$ cat config.mk
export PLATFORM = sky130hd
export DESIGN_NAME = iter_muldiv
export DESIGN_NICKNAME = d
export VERILOG_FILES = /design/src/rtl/muldiv_pkg.sv /design/src/rtl/muldiv_step.sv /design/src/rtl/iter_muldiv.sv
export SDC_FILE = /design/constraint.sdc
export NUM_CORES = 1
export LEC_CHECK = 0
export ABC_AREA = 1
export CAP_MARGIN = 10
export CORE_MARGIN = 2
export CORE_UTILIZATION = 40
export DETAILED_ROUTE_END_ITERATION = 7
export GPL_ROUTABILITY_DRIVEN = 0
export GPL_TIMING_DRIVEN = 1
export PLACE_DENSITY = 0.57
export SYNTH_ARGS = -nofsm -noshare
export SYNTH_HDL_FRONTEND = slang
export SYNTH_SLANG_ARGS = --single-unit
$ cat constraint.sdc
create_clock -name clock -period 4.8 [get_ports clock]
set_clock_uncertainty 0.15 [all_clocks]
set_input_delay 0.96 -clock clock [delete_from_list [all_inputs] [get_ports clock]]
set_output_delay 0.96 -clock clock [all_outputs]
set_load 0.02 [all_outputs]
$ cat src/rtl/muldiv_pkg.sv
// Shared types and step-count helpers for the iterative multiply/divide unit.
// Opcode and state encodings live here so bench and RTL agree on them.
package muldiv_pkg;

  typedef enum logic [2:0] {
    FN_MUL    = 3'd0,
    FN_MULH   = 3'd1,
    FN_MULHSU = 3'd2,
    FN_MULHU  = 3'd3,
    FN_DIV    = 3'd4,
    FN_DIVU   = 3'd5,
    FN_REM    = 3'd6,
    FN_REMU   = 3'd7
  } fn_e;

  typedef enum logic [2:0] {
    ST_IDLE = 3'd0,
    ST_MUL  = 3'd1,
    ST_DIV  = 3'd2,
    ST_FIX  = 3'd3,
    ST_DONE = 3'd4
  } state_e;

  function automatic int mul_steps(input int xlen, input int unroll);
    return xlen / unroll;
  endfunction

  function automatic int div_steps(input int xlen);
    return xlen;
  endfunction

  function automatic int cnt_w(input int xlen);
    return $clog2(xlen) + 1;
  endfunction

  // Bit 1: first operand signed, bit 0: second operand signed.
  function automatic logic [1:0] op_signs(input fn_e fn);
    logic [1:0] s;
    case (fn)
      FN_MUL, FN_MULH, FN_DIV, FN_REM: s = 2'b11;
      FN_MULHSU:                       s = 2'b10;
      default:                         s = 2'b00;
    endcase
    return s;
  endfunction

  function automatic logic fn_is_div(input fn_e fn);
    logic r;
    case (fn)
      FN_DIV, FN_DIVU, FN_REM, FN_REMU: r = 1'b1;
      default:                          r = 1'b0;
    endcase
    return r;
  endfunction

  function automatic logic fn_is_rem(input fn_e fn);
    logic r;
    case (fn)
      FN_REM, FN_REMU: r = 1'b1;
      default:         r = 1'b0;
    endcase
    return r;
  endfunction

endpackage

$ cat src/rtl/muldiv_step.sv
// One combinational iteration: MUL_UNROLL shift-add multiply steps or a
// single restoring divide step on the {hi, lo} accumulator.
module muldiv_step
  import muldiv_pkg::*;
#(
  parameter int XLEN       = 32,
  parameter int MUL_UNROLL = 1
)(
  input  logic              is_div,
  input  logic [2*XLEN-1:0] acc,
  input  logic [XLEN-1:0]   operand,
  output logic [2*XLEN-1:0] acc_next
);

  logic [2*XLEN-1:0] mul_acc_s;
  logic [XLEN:0]     mul_sum_s;
  logic [XLEN:0]     div_part_s;
  logic [XLEN:0]     div_diff_s;

  // Multiply: add multiplicand into the high half when the low bit is set, then shift right.
  always_comb begin
    mul_acc_s = acc;
    mul_sum_s = {(XLEN+1){1'b0}};
    for (int i = 0; i < MUL_UNROLL; i++) begin
      if (mul_acc_s[0]) begin
        mul_sum_s = {1'b0, mul_acc_s[2*XLEN-1:XLEN]} + {1'b0, operand};
      end else begin
        mul_sum_s = {1'b0, mul_acc_s[2*XLEN-1:XLEN]};
      end
      mul_acc_s = {mul_sum_s, mul_acc_s[XLEN-1:1]};
    end
  end

  // Divide: the partial remainder stays below the divisor, so XLEN+1 bits cannot overflow.
  always_comb begin
    div_part_s = acc[2*XLEN-1:XLEN-1];
    div_diff_s = div_part_s - {1'b0, operand};
    if (!is_div) begin
      acc_next = mul_acc_s;
    end else if (div_diff_s[XLEN]) begin
      acc_next = {div_part_s[XLEN-1:0], acc[XLEN-2:0], 1'b0};
    end else begin
      acc_next = {div_diff_s[XLEN-1:0], acc[XLEN-2:0], 1'b1};
    end
  end

endmodule

$ cat src/rtl/iter_muldiv.sv
// Iterative RISC-V M-extension multiply/divide unit, one operation in flight.
// Optional MULDIV_FAST_SPECIAL_EN: divide-by-zero and signed overflow finish in one cycle.
module iter_muldiv
  import muldiv_pkg::*;
#(
  parameter int XLEN       = 32,
  parameter int TAG_W      = 5,
  parameter int MUL_UNROLL = 1
)(
  input  logic             clock,
  input  logic             reset,
  input  logic             io_req_valid,
  output logic             io_req_ready,
  input  logic [2:0]       io_req_bits_fn,
  input  logic [XLEN-1:0]  io_req_bits_in1,
  input  logic [XLEN-1:0]  io_req_bits_in2,
  input  logic [TAG_W-1:0] io_req_bits_tag,
  input  logic             io_kill,
  output logic             io_resp_valid,
  input  logic             io_resp_ready,
  output logic [XLEN-1:0]  io_resp_bits_data,
  output logic [TAG_W-1:0] io_resp_bits_tag
);

  localparam int CW = cnt_w(XLEN);
  localparam logic [CW-1:0] MUL_LAST = CW'(mul_steps(XLEN, MUL_UNROLL) - 1);
  localparam logic [CW-1:0] DIV_LAST = CW'(div_steps(XLEN) - 1);
  localparam logic [CW-1:0] CNT_ONE  = CW'(32'd1);

  function automatic logic [XLEN-1:0] div_special(input logic rem, input logic zero,
                                                  input logic [XLEN-1:0] a);
    logic [XLEN-1:0] r;
    if (zero) begin
      r = rem ? a : {XLEN{1'b1}};
    end else begin
      r = rem ? {XLEN{1'b0}} : a;
    end
    return r;
  endfunction

  state_e            state_r, state_s;
  fn_e               fn_r, fn_s;
  logic [XLEN-1:0]   in1_r, in1_s, op_r, op_s;
  logic [TAG_W-1:0]  tag_r, tag_s;
  logic              neg_r, neg_s, zero_r, zero_s;
  logic [2*XLEN-1:0] acc_r, acc_s;
  logic [CW-1:0]     cnt_r, cnt_s;
  logic              req_ready_r, req_ready_s, resp_valid_r, resp_valid_s;
  logic [XLEN-1:0]   resp_data_r, resp_data_s;
  logic [TAG_W-1:0]  resp_tag_r, resp_tag_s;

  fn_e               req_fn_s;
  logic [1:0]        req_sgn_s;
  logic              req_s1_s, req_s2_s, req_zero_s, fast_s;
  logic [XLEN-1:0]   req_mag1_s, req_mag2_s;
  logic [2*XLEN-1:0] step_acc_s, prod_s;
  logic [XLEN-1:0]   mul_res_s, div_raw_s, fix_res_s;

  // Operands are iterated as magnitudes; the sign is reapplied on the way out.
  assign req_fn_s   = fn_e'(io_req_bits_fn);
  assign req_sgn_s  = op_signs(req_fn_s);
  assign req_s1_s   = req_sgn_s[1] & io_req_bits_in1[XLEN-1];
  assign req_s2_s   = req_sgn_s[0] & io_req_bits_in2[XLEN-1];
  assign req_mag1_s = req_s1_s ? ({XLEN{1'b0}} - io_req_bits_in1) : io_req_bits_in1;
  assign req_mag2_s = req_s2_s ? ({XLEN{1'b0}} - io_req_bits_in2) : io_req_bits_in2;
  assign req_zero_s = (io_req_bits_in2 == {XLEN{1'b0}});

`ifdef MULDIV_FAST_SPECIAL_EN
  logic req_ovf_s;
  assign req_ovf_s = req_sgn_s[0] && (io_req_bits_in1 == {1'b1, {(XLEN-1){1'b0}}})
                     && (io_req_bits_in2 == {XLEN{1'b1}});
  assign fast_s    = fn_is_div(req_fn_s) && (req_zero_s || req_ovf_s);
`else
  assign fast_s    = 1'b0;
`endif

  muldiv_step #(.XLEN(XLEN), .MUL_UNROLL(MUL_UNROLL)) u_step (
    .is_div   (state_r == ST_DIV),
    .acc      (acc_r),
    .operand  (op_r),
    .acc_next (step_acc_s)
  );

  assign prod_s    = neg_r ? ({(2*XLEN){1'b0}} - step_acc_s) : step_acc_s;
  assign mul_res_s = (fn_r == FN_MUL) ? prod_s[XLEN-1:0] : prod_s[2*XLEN-1:XLEN];
  assign div_raw_s = fn_is_rem(fn_r) ? acc_r[2*XLEN-1:XLEN] : acc_r[XLEN-1:0];
  assign fix_res_s = zero_r ? div_special(fn_is_rem(fn_r), 1'b1, in1_r)
                            : (neg_r ? ({XLEN{1'b0}} - div_raw_s) : div_raw_s);

  // Next-state and next-output logic; kill beats every other transition out of a busy state.
  always_comb begin
    state_s     = state_r;
    fn_s        = fn_r;
    in1_s       = in1_r;
    op_s        = op_r;
    tag_s       = tag_r;
    neg_s       = neg_r;
    zero_s      = zero_r;
    acc_s       = acc_r;
    cnt_s       = cnt_r;
    resp_data_s = resp_data_r;
    resp_tag_s  = resp_tag_r;
    case (state_r)
      ST_IDLE: begin
        if (io_req_valid) begin
          fn_s   = req_fn_s;
          in1_s  = io_req_bits_in1;
          op_s   = req_mag2_s;
          tag_s  = io_req_bits_tag;
          zero_s = req_zero_s;
          neg_s  = fn_is_rem(req_fn_s) ? req_s1_s : (req_s1_s ^ req_s2_s);
          acc_s  = {{XLEN{1'b0}}, req_mag1_s};
          if (fast_s) begin
            state_s     = ST_DONE;
            resp_data_s = div_special(fn_is_rem(req_fn_s), req_zero_s, io_req_bits_in1);
            resp_tag_s  = io_req_bits_tag;
          end else if (fn_is_div(req_fn_s)) begin
            state_s = ST_DIV;
            cnt_s   = DIV_LAST;
          end else begin
            state_s = ST_MUL;
            cnt_s   = MUL_LAST;
          end
        end else begin
          state_s = ST_IDLE;
        end
      end
      ST_MUL, ST_DIV: begin
        if (io_kill) begin
          state_s = ST_IDLE;
        end else begin
          acc_s = step_acc_s;
          if (cnt_r != {CW{1'b0}}) begin
            cnt_s = cnt_r - CNT_ONE;
          end else if (state_r == ST_MUL) begin
            state_s     = ST_DONE;
            resp_data_s = mul_res_s;
            resp_tag_s  = tag_r;
          end else begin
            state_s = ST_FIX;
          end
        end
      end
      ST_FIX: begin
        if (io_kill) begin
          state_s = ST_IDLE;
        end else begin
          state_s     = ST_DONE;
          resp_data_s = fix_res_s;
          resp_tag_s  = tag_r;
        end
      end
      ST_DONE: begin
        if (io_kill || io_resp_ready) begin
          state_s = ST_IDLE;
        end else begin
          state_s = ST_DONE;
        end
      end
      default: state_s = ST_IDLE;
    endcase
    req_ready_s  = (state_s == ST_IDLE);
    resp_valid_s = (state_s == ST_DONE);
  end

  // State, datapath and registered outputs; reset abandons any operation.
  always_ff @(posedge clock) begin
    if (!reset) begin
      state_r      <= ST_IDLE;
      fn_r         <= FN_MUL;
      in1_r        <= {XLEN{1'b0}};
      op_r         <= {XLEN{1'b0}};
      tag_r        <= {TAG_W{1'b0}};
      neg_r        <= 1'b0;
      zero_r       <= 1'b0;
      acc_r        <= {(2*XLEN){1'b0}};
      cnt_r        <= {CW{1'b0}};
      req_ready_r  <= 1'b1;
      resp_valid_r <= 1'b0;
      resp_data_r  <= {XLEN{1'b0}};
      resp_tag_r   <= {TAG_W{1'b0}};
    end else begin
      state_r      <= state_s;
      fn_r         <= fn_s;
      in1_r        <= in1_s;
      op_r         <= op_s;
      tag_r        <= tag_s;
      neg_r        <= neg_s;
      zero_r       <= zero_s;
      acc_r        <= acc_s;
      cnt_r        <= cnt_s;
      req_ready_r  <= req_ready_s;
      resp_valid_r <= resp_valid_s;
      resp_data_r  <= resp_data_s;
      resp_tag_r   <= resp_tag_s;
    end
  end

  assign io_req_ready      = req_ready_r;
  assign io_resp_valid     = resp_valid_r;
  assign io_resp_bits_data = resp_data_r;
  assign io_resp_bits_tag  = resp_tag_r;

endmodule

==> flow_summary.rst <==
.. list-table::
   :header-rows: 1

   * - Metric
     - Value
   * - Most used standard cell by instance count after synthesis
     - sky130_fd_sc_hd__nand2_1
   * - Classification of the worst-slack hold path
     - reg -> reg
   * - Number of global-route vias before repair
     - 20778
   * - Cell at the root of the clock tree
     - sky130_fd_sc_hd__clkbuf_16
   * - Cell count after placement
     - 3947
   * - Iteration-0 DRC count of the detailed router
     - 2834
   * - Final cycle utilization of the critical path
     - 0.947
   * - Category of the worst setup path launch point
     - register
   * - Main area contributors after synthesis
     - sky130_fd_sc_hd__dfxtp_1 (20%), sky130_fd_sc_hd__nand2_1 (18%), sky130_fd_sc_hd__a21oi_1 (8.5%)
   * - Largest net degree at the start of global routing
     - 100
   * - Power per standard cell area
     - 287 mW/mm2
   * - Clock-pin slew on the worst setup and hold paths
     - 0.08 ns
   * - Total number of yosys warnings
     - 0
   * - Worst hold path endpoint
     - tag_r[2]
   * - Share of synthesized area occupied by flip-flops and latches
     - 0.200
   * - Total via count after detailed routing
     - 22672
   * - Final Core Density
     - 0.460
   * - Most used standard cells in the synthesized netlist
     - sky130_fd_sc_hd__nand2_1 (904), sky130_fd_sc_hd__inv_1 (406), sky130_fd_sc_hd__a21oi_1 (315)
   * - Worst hold path startpoint
     - tag_r[2]
   * - Mean post-synth cell area
     - 5.66 um2
   * - Worst slew margin relative to its limit
     - 0.276
   * - Worst-path cell with the longest stage delay
     - sky130_fd_sc_hd__fa_2
   * - Final-layout fill cell count
     - 5014
   * - Detail-routed net length per standard cell
     - 20.4 um
   * - Most used flip-flop cell after synthesis
     - sky130_fd_sc_hd__dfxtp_1
   * - Synthesized net count
     - 3434
   * - Total number of clock tree sinks
     - 186
   * - Clock insertion delay at the later pin of the skew report
     - 0.52 ns
   * - Setup violation total in the final timing report
     - 0
   * - Share of synthesized registers carrying an async set or reset
     - 0
   * - # H-tree levels
     - 4
   * - GRT Total Usage
     - 0.338
   * - Worst Hold Margin
     - 0.309 ns
   * - Routed wire length
     - 81400 um
   * - Layout cells sized above 1
     - 0.0729
   * - Clk buf depth
     - 2
   * - Share of the synthesized area in the top cell type
     - 0.200
   * - Horiz. Die Dim
     - 220 um
   * - Register area
     - 0.00372 mm2
   * - Max-cap viol count
     - 0
   * - Via-per-instance ratio
     - 5.69
   * - ANT nets after route
     - 0
   * - Reg-to-reg setup timing slack
     - 0.26 ns
   * - Reg-to-reg endpoint
     - io_resp_bits_data[10]
   * - Setup CP Type
     - reg -> reg
   * - Top fanout value on the critical path
     - 7
   * - Post-layout power
     - 6090 uW
   * - Detailed placement HPWL
     - 63900 um
   * - Outcome
     - completed
   * - Number of I/O port buffers
     - 115
   * - Endpoints failing hold
     - 0
   * - Number of standard-cell rows in the floorplan
     - 79
   * - Family of cells with the greatest summed delay on the critical path
     - simple AND/OR/NAND/NOR gates
   * - Data required time of the critical path
     - 5.05 ns
   * - Post-synthesis instance area
     - 0.0186 mm2
   * - Synthesis-to-layout area growth
     - 14.4%
   * - Crit end category
     - register
   * - Net count, final
     - 3511
   * - Total overflow reported by the global router
     - 0
   * - Area taken by multi-input logic gates
     - 0.0128 mm2
   * - CP arrival
     - 4.79 ns
   * - Logic depth of the worst register-to-register path
     - 32
   * - Worst hold stages
     - 2
   * - Die Height
     - 220 um
   * - Initial antenna violation count
     - 3
   * - Post-synthesis register bit count
     - 186
   * - Static Leak
     - 0.00982 uW
   * - Final Max Slew Viols
     - 0
   * - Clock tree from TritonCTS
     - yes
   * - Min Clock Period, post-route
     - 4.54 ns
   * - Antenna diode instance count
     - 0
   * - Reg2reg start
     - acc_r[31]
   * - Number of unique standard cell types used by synthesis
     - 53
   * - Area of the die
     - 0.0482 mm2
   * - Crit-path max cell delay
     - 0.36 ns
   * - Dominant cell type by area after synthesis
     - sky130_fd_sc_hd__dfxtp_1
   * - Worst IR Drop VDD
     - 0.275 mV
   * - CORE AREA
     - 0.0463 mm2
   * - Crit path buffers/inverters
     - 4
   * - Iteration count of the initial detailed-routing pass
     - 6
   * - Clock buffers created by TritonCTS
     - 17
   * - Global-route wire length before repair
     - 123000 um
   * - Worst Tran Pin Value
     - 1.09 ns
   * - Post-layout instance count excluding filler cells
     - 3983
   * - Timing-limited maximum frequency
     - 220 MHz
   * - Initial cell density of the core
     - 0.402
   * - Instance count of the mapped netlist
     - 3286
   * - Boundary pin count
     - 116
   * - Number of enable-type register cells in the synthesized netlist
     - 0
   * - DRC violation count after routing
     - 0
[how the worst max path moves through the flow]
stage                   start  cells past startpoint               endpoint  slack, ns
floorplan           acc_r[31]                     34  io_resp_bits_data[30]       1.01
global placement    acc_r[31]                     35  io_resp_bits_data[30]       0.36
detailed placement  acc_r[31]                     35  io_resp_bits_data[30]       0.26
CTS                 acc_r[31]                     35  io_resp_bits_data[30]       0.23
global route        acc_r[31]                     32  io_resp_bits_data[10]      -0.06
finish              acc_r[31]                     32  io_resp_bits_data[10]       0.26
[final cells by class]
cell class,count,share of cell area
Tap cell,607,0.0357
Clock buffer,18,0.0207
Inverter,423,0.0748
Sequential cell,186,0.175
Timing Repair Buffer,193,0.0826
Multi-Input combinational cell,2542,0.602
Clock inverter,14,0.00959
[cell usage in the layout (no fill, tap or decap), types with 28 or more instances in the layout]
cell	n
sky130_fd_sc_hd__buf_4	76
sky130_fd_sc_hd__nand2_1	901
sky130_fd_sc_hd__a21oi_1	315
sky130_fd_sc_hd__o21ai_1	30
sky130_fd_sc_hd__nand4_1	28
sky130_fd_sc_hd__xor2_1	49
sky130_fd_sc_hd__nand2_2	38
sky130_fd_sc_hd__nor2_1	299
sky130_fd_sc_hd__clkdlybuf4s50_1	114
sky130_fd_sc_hd__nor3_1	45
sky130_fd_sc_hd__xnor2_1	28
sky130_fd_sc_hd__o21ai_0	287
sky130_fd_sc_hd__inv_1	404
sky130_fd_sc_hd__nand3_1	222
sky130_fd_sc_hd__dfxtp_1	185
sky130_fd_sc_hd__ha_1	69
[where the power goes]
group          total [uW]  internal (uW)  switching (uW)
registers            1770           1660             113
logic                2700            829            1870
clock network        1620            814             807
total                6090           3300            2790
[routing by layer]
layer / wire (um) / share of wire / track usage / vias up
li1: - / - / - / 10891
met1: 35600 / 0.44 / 0.469 / 10415
met2: 32700 / 0.40 / 0.478 / 1187
met3: 8930 / 0.11 / 0.0958 / 177
met4: 4010 / 0.049 / 0.158 / 2
met5: 91 / 0.0011 / 0.0146 / -
[cell families (layout without fill, tap and decap cells)]
| kind of cell | Yosys count | count (layout) | synth area share |
|---|---|---|---|
| and+or+nand+nor | 1623 | 1623 | 0.374 |
| AOI/OAI and AO/OA | 771 | 771 | 0.225 |
| buffers and inverters | 558 | 648 | 0.117 |
| DFF | 186 | 186 | 0.200 |
| xor gates and xnor gates | 77 | 77 | 0.0363 |
| adders and majority gates | 71 | 71 | 0.0486 |
[tightest hold or removal path: cells and delay by family, from the launching register on]
family                 cells  cell delay [ns]
AO/OA/AOI/OAI              1             0.05
buffers and inverters      1             0.06
flip-flops                 1             0.31
[what timing repair did]
item	CTS	global route
hold buffers	0	0
setup endpoints to repair	0	15
buffers inserted	0	4
resized for setup	0	13
[sequential cells by signal (all words and copies together) (netlist names)]
name and flops:
in1_r 32, state_r 3, acc_r 64, zero_r 1, tag_r 5, io_resp_valid 1, cnt_r 6, io_req_ready 1
io_resp_bits_data 32, neg_r 1, fn_r 3, op_r 32, io_resp_bits_tag 5
[per-stage QoR]
step                cell area [um2]  TNS, ns  worst slack (ns)
floorplan                     18600        0              1.01
global placement              20500        0             0.355
detailed placement            20500        0             0.257
CTS                           21200        0             0.230
global route                  21300   -0.430           -0.0617
finish                        21300        0             0.256
(Power assumes the default switching activity.)
